===== src/rtl/rgb_pkg.sv =====
// Shared types and constants for the RGB LED PWM driver.
package rgb_pkg;

    typedef struct packed {
        logic r;
        logic g;
        logic b;
    } rgb_t;

    localparam rgb_t RGB_OFF   = 3'b000;
    localparam rgb_t RGB_RED   = 3'b100;
    localparam rgb_t RGB_GREEN = 3'b010;
    localparam rgb_t RGB_BLUE  = 3'b001;
    localparam rgb_t RGB_WHITE = 3'b111;

    typedef enum logic {
        BLINK_ON  = 1'b0,
        BLINK_OFF = 1'b1
    } blink_state_e;

    // Blank a colour when the LED is in its off phase.
    function automatic rgb_t rgb_gate(input rgb_t colour, input logic on);
        rgb_t res;
        if (on) begin
            res = colour;
        end else begin
            res = RGB_OFF;
        end
        return res;
    endfunction

endpackage


===== src/rtl/pwm_tick_gen.sv =====
// Prescaler: divides clk by PRESC and emits a one-clk tick on the last count.
module pwm_tick_gen #(
    parameter int PRESC = 100
) (
    input  logic clk,
    input  logic reset,
    output logic tick
);

    localparam int PW = (PRESC > 1) ? $clog2(PRESC) : 1;
    localparam logic [PW-1:0] PRESC_LAST = PW'(PRESC - 1);

    logic [PW-1:0] presc_cnt_r;

    assign tick = (presc_cnt_r == PRESC_LAST);

    // Prescaler counter, wrapping to zero on tick.
    always_ff @(posedge clk) begin
        if (reset) begin
            presc_cnt_r <= '0;
        end else if (tick) begin
            presc_cnt_r <= '0;
        end else begin
            presc_cnt_r <= presc_cnt_r + PW'(1);
        end
    end

endmodule


===== src/rtl/rgb_led_pwm_driver.sv =====
// RGB LED driver: period-aligned colour/brightness latching, PWM dimming and
// optional blinking, with registered LED outputs.
module rgb_led_pwm_driver
    import rgb_pkg::*;
#(
    parameter int PRESC         = 100,
    parameter int PWM_BITS      = 4,
    parameter int BLINK_PERIODS = 4096
) (
    input  logic                clk,
    input  logic                reset,
    input  logic                r_in,
    input  logic                g_in,
    input  logic                b_in,
    input  logic [PWM_BITS-1:0] brightness,
    input  logic                blink_en,
    output logic                led_r,
    output logic                led_g,
    output logic                led_b,
    output logic                period_start
);

    localparam int BW = (BLINK_PERIODS > 1) ? $clog2(BLINK_PERIODS) : 1;
    localparam logic [BW-1:0] BLINK_LAST = BW'(BLINK_PERIODS - 1);

    logic                tick_s;
    logic                period_end_s;
    logic                on_s;
    rgb_t                led_s;
    logic [PWM_BITS-1:0] pwm_cnt_r;
    rgb_t                colour_lat_r;
    logic [PWM_BITS-1:0] bright_lat_r;
    blink_state_e        blink_state_r;
    blink_state_e        blink_state_s;
    logic [BW-1:0]       blink_cnt_r;
    logic [BW-1:0]       blink_cnt_s;

    pwm_tick_gen #(
        .PRESC (PRESC)
    ) u_tick (
        .clk   (clk),
        .reset (reset),
        .tick  (tick_s)
    );

    assign period_end_s = tick_s && (pwm_cnt_r == {PWM_BITS{1'b1}});

    // Duty decision and colour gating for the current counter state.
    always_comb begin
        on_s  = (pwm_cnt_r < bright_lat_r) && (blink_state_r == BLINK_ON);
        led_s = rgb_gate(colour_lat_r, on_s);
    end

    // Blink next-state: disabling forces ON, otherwise toggle every BLINK_PERIODS ends.
    always_comb begin
        blink_state_s = blink_state_r;
        blink_cnt_s   = blink_cnt_r;
        if (!blink_en) begin
            blink_state_s = BLINK_ON;
            blink_cnt_s   = '0;
        end else if (period_end_s) begin
            if (blink_cnt_r == BLINK_LAST) begin
                blink_cnt_s = '0;
                case (blink_state_r)
                    BLINK_ON:  blink_state_s = BLINK_OFF;
                    BLINK_OFF: blink_state_s = BLINK_ON;
                    default:   blink_state_s = BLINK_ON;
                endcase
            end else begin
                blink_cnt_s = blink_cnt_r + BW'(1);
            end
        end else begin
            blink_cnt_s = blink_cnt_r;
        end
    end

    // Blink state register.
    always_ff @(posedge clk) begin
        if (reset) begin
            blink_state_r <= BLINK_ON;
            blink_cnt_r   <= '0;
        end else begin
            blink_state_r <= blink_state_s;
            blink_cnt_r   <= blink_cnt_s;
        end
    end

    // PWM counter, period-boundary latches and registered outputs.
    always_ff @(posedge clk) begin
        if (reset) begin
            pwm_cnt_r    <= '0;
            colour_lat_r <= RGB_OFF;
            bright_lat_r <= '0;
            period_start <= 1'b0;
            led_r        <= 1'b0;
            led_g        <= 1'b0;
            led_b        <= 1'b0;
        end else begin
            if (tick_s) begin
                pwm_cnt_r <= pwm_cnt_r + PWM_BITS'(1);
            end
            if (period_end_s) begin
                colour_lat_r <= '{r: r_in, g: g_in, b: b_in};
                bright_lat_r <= brightness;
            end
            period_start <= period_end_s;
            led_r        <= led_s.r;
            led_g        <= led_s.g;
            led_b        <= led_s.b;
        end
    end

endmodule

===== config.mk =====
export PLATFORM = sky130hd
export DESIGN_NAME = rgb_led_pwm_driver
export DESIGN_NICKNAME = d
export VERILOG_FILES = /design/src/rtl/rgb_pkg.sv /design/src/rtl/pwm_tick_gen.sv /design/src/rtl/rgb_led_pwm_driver.sv
export SDC_FILE = /design/constraint.sdc
export NUM_CORES = 1
export LEC_CHECK = 0
export ABC_AREA = 1
export CAP_MARGIN = 30
export CORE_MARGIN = 4
export CORE_UTILIZATION = 40
export CTS_CLUSTER_DIAMETER = 100
export DETAILED_ROUTE_END_ITERATION = 8
export HOLD_SLACK_MARGIN = 0.06
export PLACE_DENSITY_LB_ADDON = 0.1
export SKIP_CTS_REPAIR_TIMING = 1
export SKIP_LAST_GASP = 1
export SYNTH_ARGS = -nofsm -noshare
export SYNTH_HDL_FRONTEND = slang
export SYNTH_HIERARCHICAL = 1
export SYNTH_SLANG_ARGS = --single-unit

===== constraint.sdc =====
create_clock -name clk -period 4 [get_ports clk]
set_clock_uncertainty 0.1 [all_clocks]
set_input_delay 0.6 -clock clk [delete_from_list [all_inputs] [get_ports clk]]
set_output_delay 0.6 -clock clk [all_outputs]
set_load 0.03 [all_outputs]

==> reports/summary.txt, run 1 <==
Path category of the worst min-delay check -> reg2reg
Share of synthesized area spent on multiplexers -> 0
Slowest cell on the critical path -> dfxtp_1
Critical Path Source Type -> register
Dominant register cell in the synthesized netlist -> dfxtp_1
Clock sinks -> 35
TritonRoute pass-1 iters -> 4
Post-synthesis compound-gate area fraction -> 0.129
Number of hold violations in the final report -> 0
Number of antenna violations at the first check in global routing -> 0
IO Pins -> 14
Final-layout setup total negative slack -> 0 ps
Arrival time reported for the critical path endpoint -> 2400 ps
Share of flip-flops with an asynchronous set or reset after synthesis -> 0
Setup Crit Path Kind -> reg2reg
DRC violations left -> 0
Final wirelength -> 2.89 mm
Count of buffering cells on the critical path with inverters included -> 2
Combinational family with the most area after synthesis -> simple AND/OR/NAND/NOR gates
TritonCTS clock tree -> built
Number of distinct library cells after synthesis -> 26
Pwr dens -> 345 nW/µm²
CTS HTree Levels -> 2
Hold Path Cell Cnt -> 2
Simple-gate share of the synthesized area -> 0.288
Via-per-instance ratio -> 4.74
Critical Path, Cell by Cell -> ha_1, inv_1, nor2_1, nand3_2, inv_1, nand4_2, nor2_1, nand2_1, o21ai_0, nor2_1
Category of cells accounting for the largest share of critical-path delay -> simple AND/OR/NAND/NOR gates
Leakage component of the power -> 0.725 nW
Synthesized cell area -> 1630 µm²
Final clock period utilization by the worst path -> 0.583
Max Slew Vio Count -> 0
Synthesized instance count -> 224
Data required time of the critical path -> 4070 ps
Slew Limit Headroom -> 0.706
Diode count -> 0
Share of cells above drive strength 1 -> 0.0785
Antenna violation net count after detailed routing -> 0
Achievable Freq -> 429 MHz
Net count, final -> 258
Global-route usage over all layers -> 0.128
Setup Viol. Count Final -> 0
Number of CTS-inserted buffers -> 5
Global-route wire length before repair -> 5.35 mm
Power, Total -> 658 µW
Buffers from clock root to sink, at most -> 2
Number of placement rows -> 22
Ys Warns -> 6
Cell repeated most along the worst path -> nor2_1
Detailed placement HPWL -> 2.16 mm
Endpoint of the worst-slack reg-to-reg timing path -> blink_cnt_r[7]
Setup slack, reg-to-reg -> 1670 ps
Vias in the first global route -> 1228
Number of flops mapped to enable cells by yosys -> 0
Area share of xor/xnor cells in the synthesized design -> 0
Fill count -> 365
Die W -> 71.8 µm
Endpoint, Worst Hold -> led_b
CP max FO -> 18
Drt wl/cell -> 9.97 µm
GPL Wtd Cong -> 0.756
Total die area -> 5160 µm²
CORE AREA -> 3800 µm²
Number of DRC violations after detailed-routing iteration 0 -> 62
Status -> completed
Max-cap check violation count -> 0
Die Ht -> 71.8 µm
Sum of overflow across all layers after global routing -> 0
Count of input and output buffers -> 13
Peak supply drop -> 0.196 mV
Syn-to-layout area delta -> 16.9%
Net count of the mapped netlist -> 241
Largest net degree at the start of global routing -> 19
Largest stage delay on the critical path -> 380 ps
Hold wc startpoint -> colour_lat_r[0]
Setup repair after global routing missed its margin -> no
Clock tree root driver cell -> clkbuf_8
Tmin final -> 2330 ps
Startpoint of the worst-slack reg-to-reg timing path -> u_tick/presc_cnt_r[0]
Post-synthesis sequential element count -> 35
Measured slew at the worst slew-check pin -> 440 ps
Avg Synthesized Cell Area -> 7.27 µm²
Commonest cells after routing, fill and taps aside -> inv_1 (37), nand2_1 (37), dfxtp_1 (35), nor2_1 (29), a21oi_1 (20)
Clock-pin slew reported for the worst setup and hold paths after clock tree synthesis -> 70 ps
Proportion of synthesized chip area in sequential cells -> 0.430
Worst reg2reg path depth -> 10
CP Capture Type -> register
Via total after detailed routing -> 1375
Initial Util -> 0.429
Area share of fa/ha/maj cells after synthesis -> 0.0538
Clk_lat worst skew -> 280 ps
## where the power goes
part / total, mW / switching [mW] / internal, mW
logic: 0.0246 / 0.0121 / 0.0125
registers: 0.353 / 0.00243 / 0.351
clock network: 0.280 / 0.124 / 0.157
total: 0.658 / 0.138 / 0.520
## per-stage QoR
step	worst slack, ps	hold WS, ps	cell area (µm²)	util	std cells
floorplan	2190	316	1630	-	224
global route	1380	370	1900	0.501	290
CTS	1650	351	1900	0.501	290
detailed placement	1660	339	1800	0.474	282
finish	1670	350	1900	0.501	290
global placement	1630	336	1800	0.474	282
## routing by layer
layer | vias up | routed length, µm | track usage
li1 | 750 | - | -
met1 | 588 | 1510 | 0.173
met2 | 31 | 1230 | 0.196
met3 | 6 | 127 | 0.0435
met4 | 0 | 30 | 0.0313
met5 | - | 0 | 0
## state kept, by name, indices dropped and copies added, names as in the netlist
signal,flops
colour_lat_r,3
blink_state_r,1
bright_lat_r,4
led_b,1
led_g,1
period_start,1
blink_cnt_r,12
pwm_cnt_r,4
u_tick/presc_cnt_r,7
led_r,1
## cell families (layout without fill, tap and decap cells)
| kind of cell | after synthesis | in the layout |
|---|---|---|
| compound gates | 40 | 40 |
| simple gates | 101 | 101 |
| fa+ha+maj | 7 | 7 |
| buf+inv | 41 | 59 |
| flops | 35 | 35 |
## worst reg2reg max path, delay by kind of cell, from the launching register on
kind / cells / cell delay (ps)
adders and majority gates: 1 / 180
and+or+nand+nor: 6 / 1170
AOI/OAI and AO/OA: 1 / 160
DFF: 1 / 380
buffers and inverters: 2 / 240
## synthesized netlist by cell type, types with 3 or more instances
cell type	number	area, µm²
inv_1	37	139
nand2_1	37	139
dfxtp_1	35	701
nor2_1	29	109
a21oi_1	20	100
nand3_1	15	75.1
o21ai_0	14	70.1
ha_1	7	87.6
nor2_2	4	25.0
nand4_1	3	18.8
## layout make-up
class | count | area (µm²) | area share
Clock inverter | 1 | 7.51 | 0.00394
Inverter | 38 | 143 | 0.0749
Tap cell | 48 | 60.1 | 0.0315
Clock buffer | 7 | 96.3 | 0.0506
Timing Repair Buffer | 13 | 130 | 0.0683
Multi-Input combinational cell | 148 | 767 | 0.403
Sequential cell | 35 | 701 | 0.368
## how the worst max path moves through the flow
stage,to,slack (ps),cells after the start,start
global route,blink_cnt_r[7],1380,10,u_tick/presc_cnt_r[0]
CTS,blink_cnt_r[7],1650,10,u_tick/presc_cnt_r[0]
finish,blink_cnt_r[7],1670,10,u_tick/presc_cnt_r[0]
floorplan,blink_cnt_r[3],2190,11,u_tick/presc_cnt_r[0]
global placement,blink_cnt_r[7],1630,10,u_tick/presc_cnt_r[0]
detailed placement,blink_cnt_r[7],1660,10,u_tick/presc_cnt_r[0]
Note: power is estimated with default switching activity, not from simulation.
==> run 2, diff against run 1 <==
==> constraint.sdc (replaced) <==
create_clock -name clk -period 2.4 [get_ports clk]
set_clock_uncertainty 0.1 [all_clocks]
set_input_delay 0.36 -clock clk [delete_from_list [all_inputs] [get_ports clk]]
set_output_delay 0.36 -clock clk [all_outputs]
set_load 0.03 [all_outputs]
==> run 2 against run 1 <==
Sequential power is 67% higher. First-iteration DRC count shrank 23%. Clock power rose by 98%. Non-clock buffer count rose by 3. Die area did not move.
==> reports/summary.txt, run 2 (synthesis results as in run 1) <==
Endpoint of the worst-slack reg-to-reg timing path -> blink_cnt_r[3]
Final WS setup -> 272 ps (-1400 ps)
Worst-case setup slack after placement -> 304 ps (-1360 ps)
Global-route wire length before repair -> 5.49 mm (+2.6%)
Start point of the critical path -> u_tick/presc_cnt_r[0]
Slew Limit Headroom -> 0.791 (+0.0851)
Sum of overflow across all layers after global routing -> 0 (unchanged)
Vias in the first global route -> 1228 (unchanged)
Detailed placement HPWL -> 2.28 mm (+5.4%)
Buffers from clock root to sink, at most -> 2 (unchanged)
TritonCTS clock tree -> built
Power, Total -> 1.19 mW (+80%)
Net count, final -> 261 (+1.2%)
Number of DRC violations after detailed-routing iteration 0 -> 48 (-23%)
Number of placement rows -> 22 (unchanged)
Largest net degree at the start of global routing -> 18 (-1)
CTS HTree Levels -> 2 (unchanged)
Net switching fraction of the power -> 0.206 (-0.00366)
Startpoint of the worst-slack reg-to-reg timing path -> u_tick/presc_cnt_r[0]
Die W -> 71.8 µm (unchanged)
Tmin final -> 2130 ps (-203 ps)
Max Slew Vio Count -> 0 (unchanged)
Switch Pwr -> 245 µW (+77%)
Final clock period utilization by the worst path -> 0.887 (+0.304)
Diode count -> 0 (unchanged)
Syn-to-layout area delta -> 19.1%
IO Pins -> 14 (unchanged)
Portion of total power attributed to combinational logic -> 0.036 (about the same)
Initial Util -> 0.429 (unchanged)
Max-cap check violation count -> 0 (unchanged)
Setup Viol. Count Final -> 0 (unchanged)
Final-layout setup total negative slack -> 0 ps (unchanged)
Worst reg2reg path depth -> 11 (+1)
Largest stage delay on the critical path -> 380 ps (about the same)
Register share of total power -> 0.496 (-0.041)
Hold Path Cell Cnt -> 2 (unchanged)
Count of input and output buffers -> 13 (unchanged)
DRC violations left -> 0 (unchanged)
Setup Crit Path Kind -> reg2reg
Pwr dens -> 612 nW/µm² (+77%)
Clock sinks -> 35 (unchanged)
TritonRoute pass-1 iters -> 4 (unchanged)
Achievable Freq -> 470 MHz (+9.6%)
CP max FO -> 7 (-11)
Number of hold violations in the final report -> 0 (unchanged)
Final wirelength -> 3.06 mm (+5.7%)
Total die area -> 5160 µm² (unchanged)
Hold wc startpoint -> colour_lat_r[2]
Clock-pin slew reported for the worst setup and hold paths after clock tree synthesis -> 80 ps (about the same)
Die Ht -> 71.8 µm (unchanged)
Path category of the worst min-delay check -> reg2reg
Number of CTS-inserted buffers -> 5 (unchanged)
Endpoint, Worst Hold -> led_r
Drt wl/cell -> 10.4 µm (+4.6%)
Status -> completed
Via total after detailed routing -> 1378 (+0.22%)
Slowest cell on the critical path -> dfxtp_1
Setup slack, reg-to-reg -> 270 ps (-1400 ps)
Clk_lat worst skew -> 290 ps (about the same)
Measured slew at the worst slew-check pin -> 312 ps (-128 ps)
CP Capture Type -> register
Critical Path Source Type -> register
Leakage component of the power -> 0.750 nW (+3.5%)
Clock power share -> 0.468 (+0.042)
Max FFs per register -> 12 (unchanged)
GPL Wtd Cong -> 0.769 (+1.7%)
Global-route usage over all layers -> 0.136 (+0.00820)
Fill count -> 382 (+4.7%)
Critical Path, Cell by Cell -> ha_1, inv_1, nor2_1, nand3_2, inv_1, nand3_2, nor2_2, buf_4, nand2_1, or2_0, a21oi_1
Via-per-instance ratio -> 4.70 (-0.81%)
Final core utilization -> 0.511 (+0.00955)
Share of cells above drive strength 1 -> 0.0898 (+0.0113)
Number of antenna violations at the first check in global routing -> 0 (unchanged)
Setup repair after global routing missed its margin -> no
Antenna violation net count after detailed routing -> 0 (unchanged)
Cell Int Power -> 943 µW (+81%)
CORE AREA -> 3800 µm² (unchanged)
Peak supply drop -> 0.406 mV (+110%)
Arrival time reported for the critical path endpoint -> 2260 ps (-140 ps)
Most flop-heavy register -> blink_cnt_r
Data required time of the critical path -> 2530 ps (-1540 ps)
Clock tree root driver cell -> clkbuf_8
Commonest cells after routing, fill and taps aside -> inv_1 (37), nand2_1 (37), dfxtp_1 (35), nor2_1 (29), a21oi_1 (20)
Leading registers by flop count -> blink_cnt_r x12, u_tick/presc_cnt_r x7
## run 2: area by class of cell
cell class                 instances  area (µm²)  share of cell area
tap                               48        60.1              0.0309
sequential                        35         701               0.361
clock inverter                     2        35.0              0.0181
inverter                          38         143              0.0735
multi-input combinational        148         767               0.395
timing repair buffer              16         153              0.0787
clock buffer                       6        82.6              0.0426
## run 2: per-layer routing
layer | wire, µm | vias up | global-route usage
li1 | - | 752 | -
met1 | 1650 | 603 | 0.191
met2 | 1240 | 17 | 0.189
met3 | 99 | 6 | 0.0463
met4 | 61 | 0 | 0.0564
met5 | 0 | - | 0
## run 2: per-stage QoR
step,hold slack [ps],instances,area [µm²]
CTS,333,293,1940
floorplan,316,224,1630
global route,355,293,1940
global placement,329,285,1820
finish,330,293,1940
detailed placement,329,285,1820
## run 2: worst max path at each step
stage	endpoint	slack, ps	cells after the start
floorplan	blink_cnt_r[3]	590	11
global placement	blink_cnt_r[3]	360	11
detailed placement	blink_cnt_r[3]	300	11
CTS	blink_cnt_r[3]	270	11
global route	blink_cnt_r[3]	20	11
finish	blink_cnt_r[3]	270	11
## run 2: power groups by stage
stage               combinational [mW]  clock, mW  sequential [mW]
floorplan                       0.0219          0            0.601
global placement                0.0428          0            0.602
detailed placement              0.0437          0            0.602
CTS                             0.0440      0.570            0.589
global route                    0.0504      0.596            0.589
finish                          0.0432      0.555            0.589
## run 2: critical path: cells and delay by family, from the launching register on
family	cells	cell delay (ps)
simple gates	6	840
buf+inv	3	440
flops	1	380
fa+ha+maj	1	190
compound gates	1	110
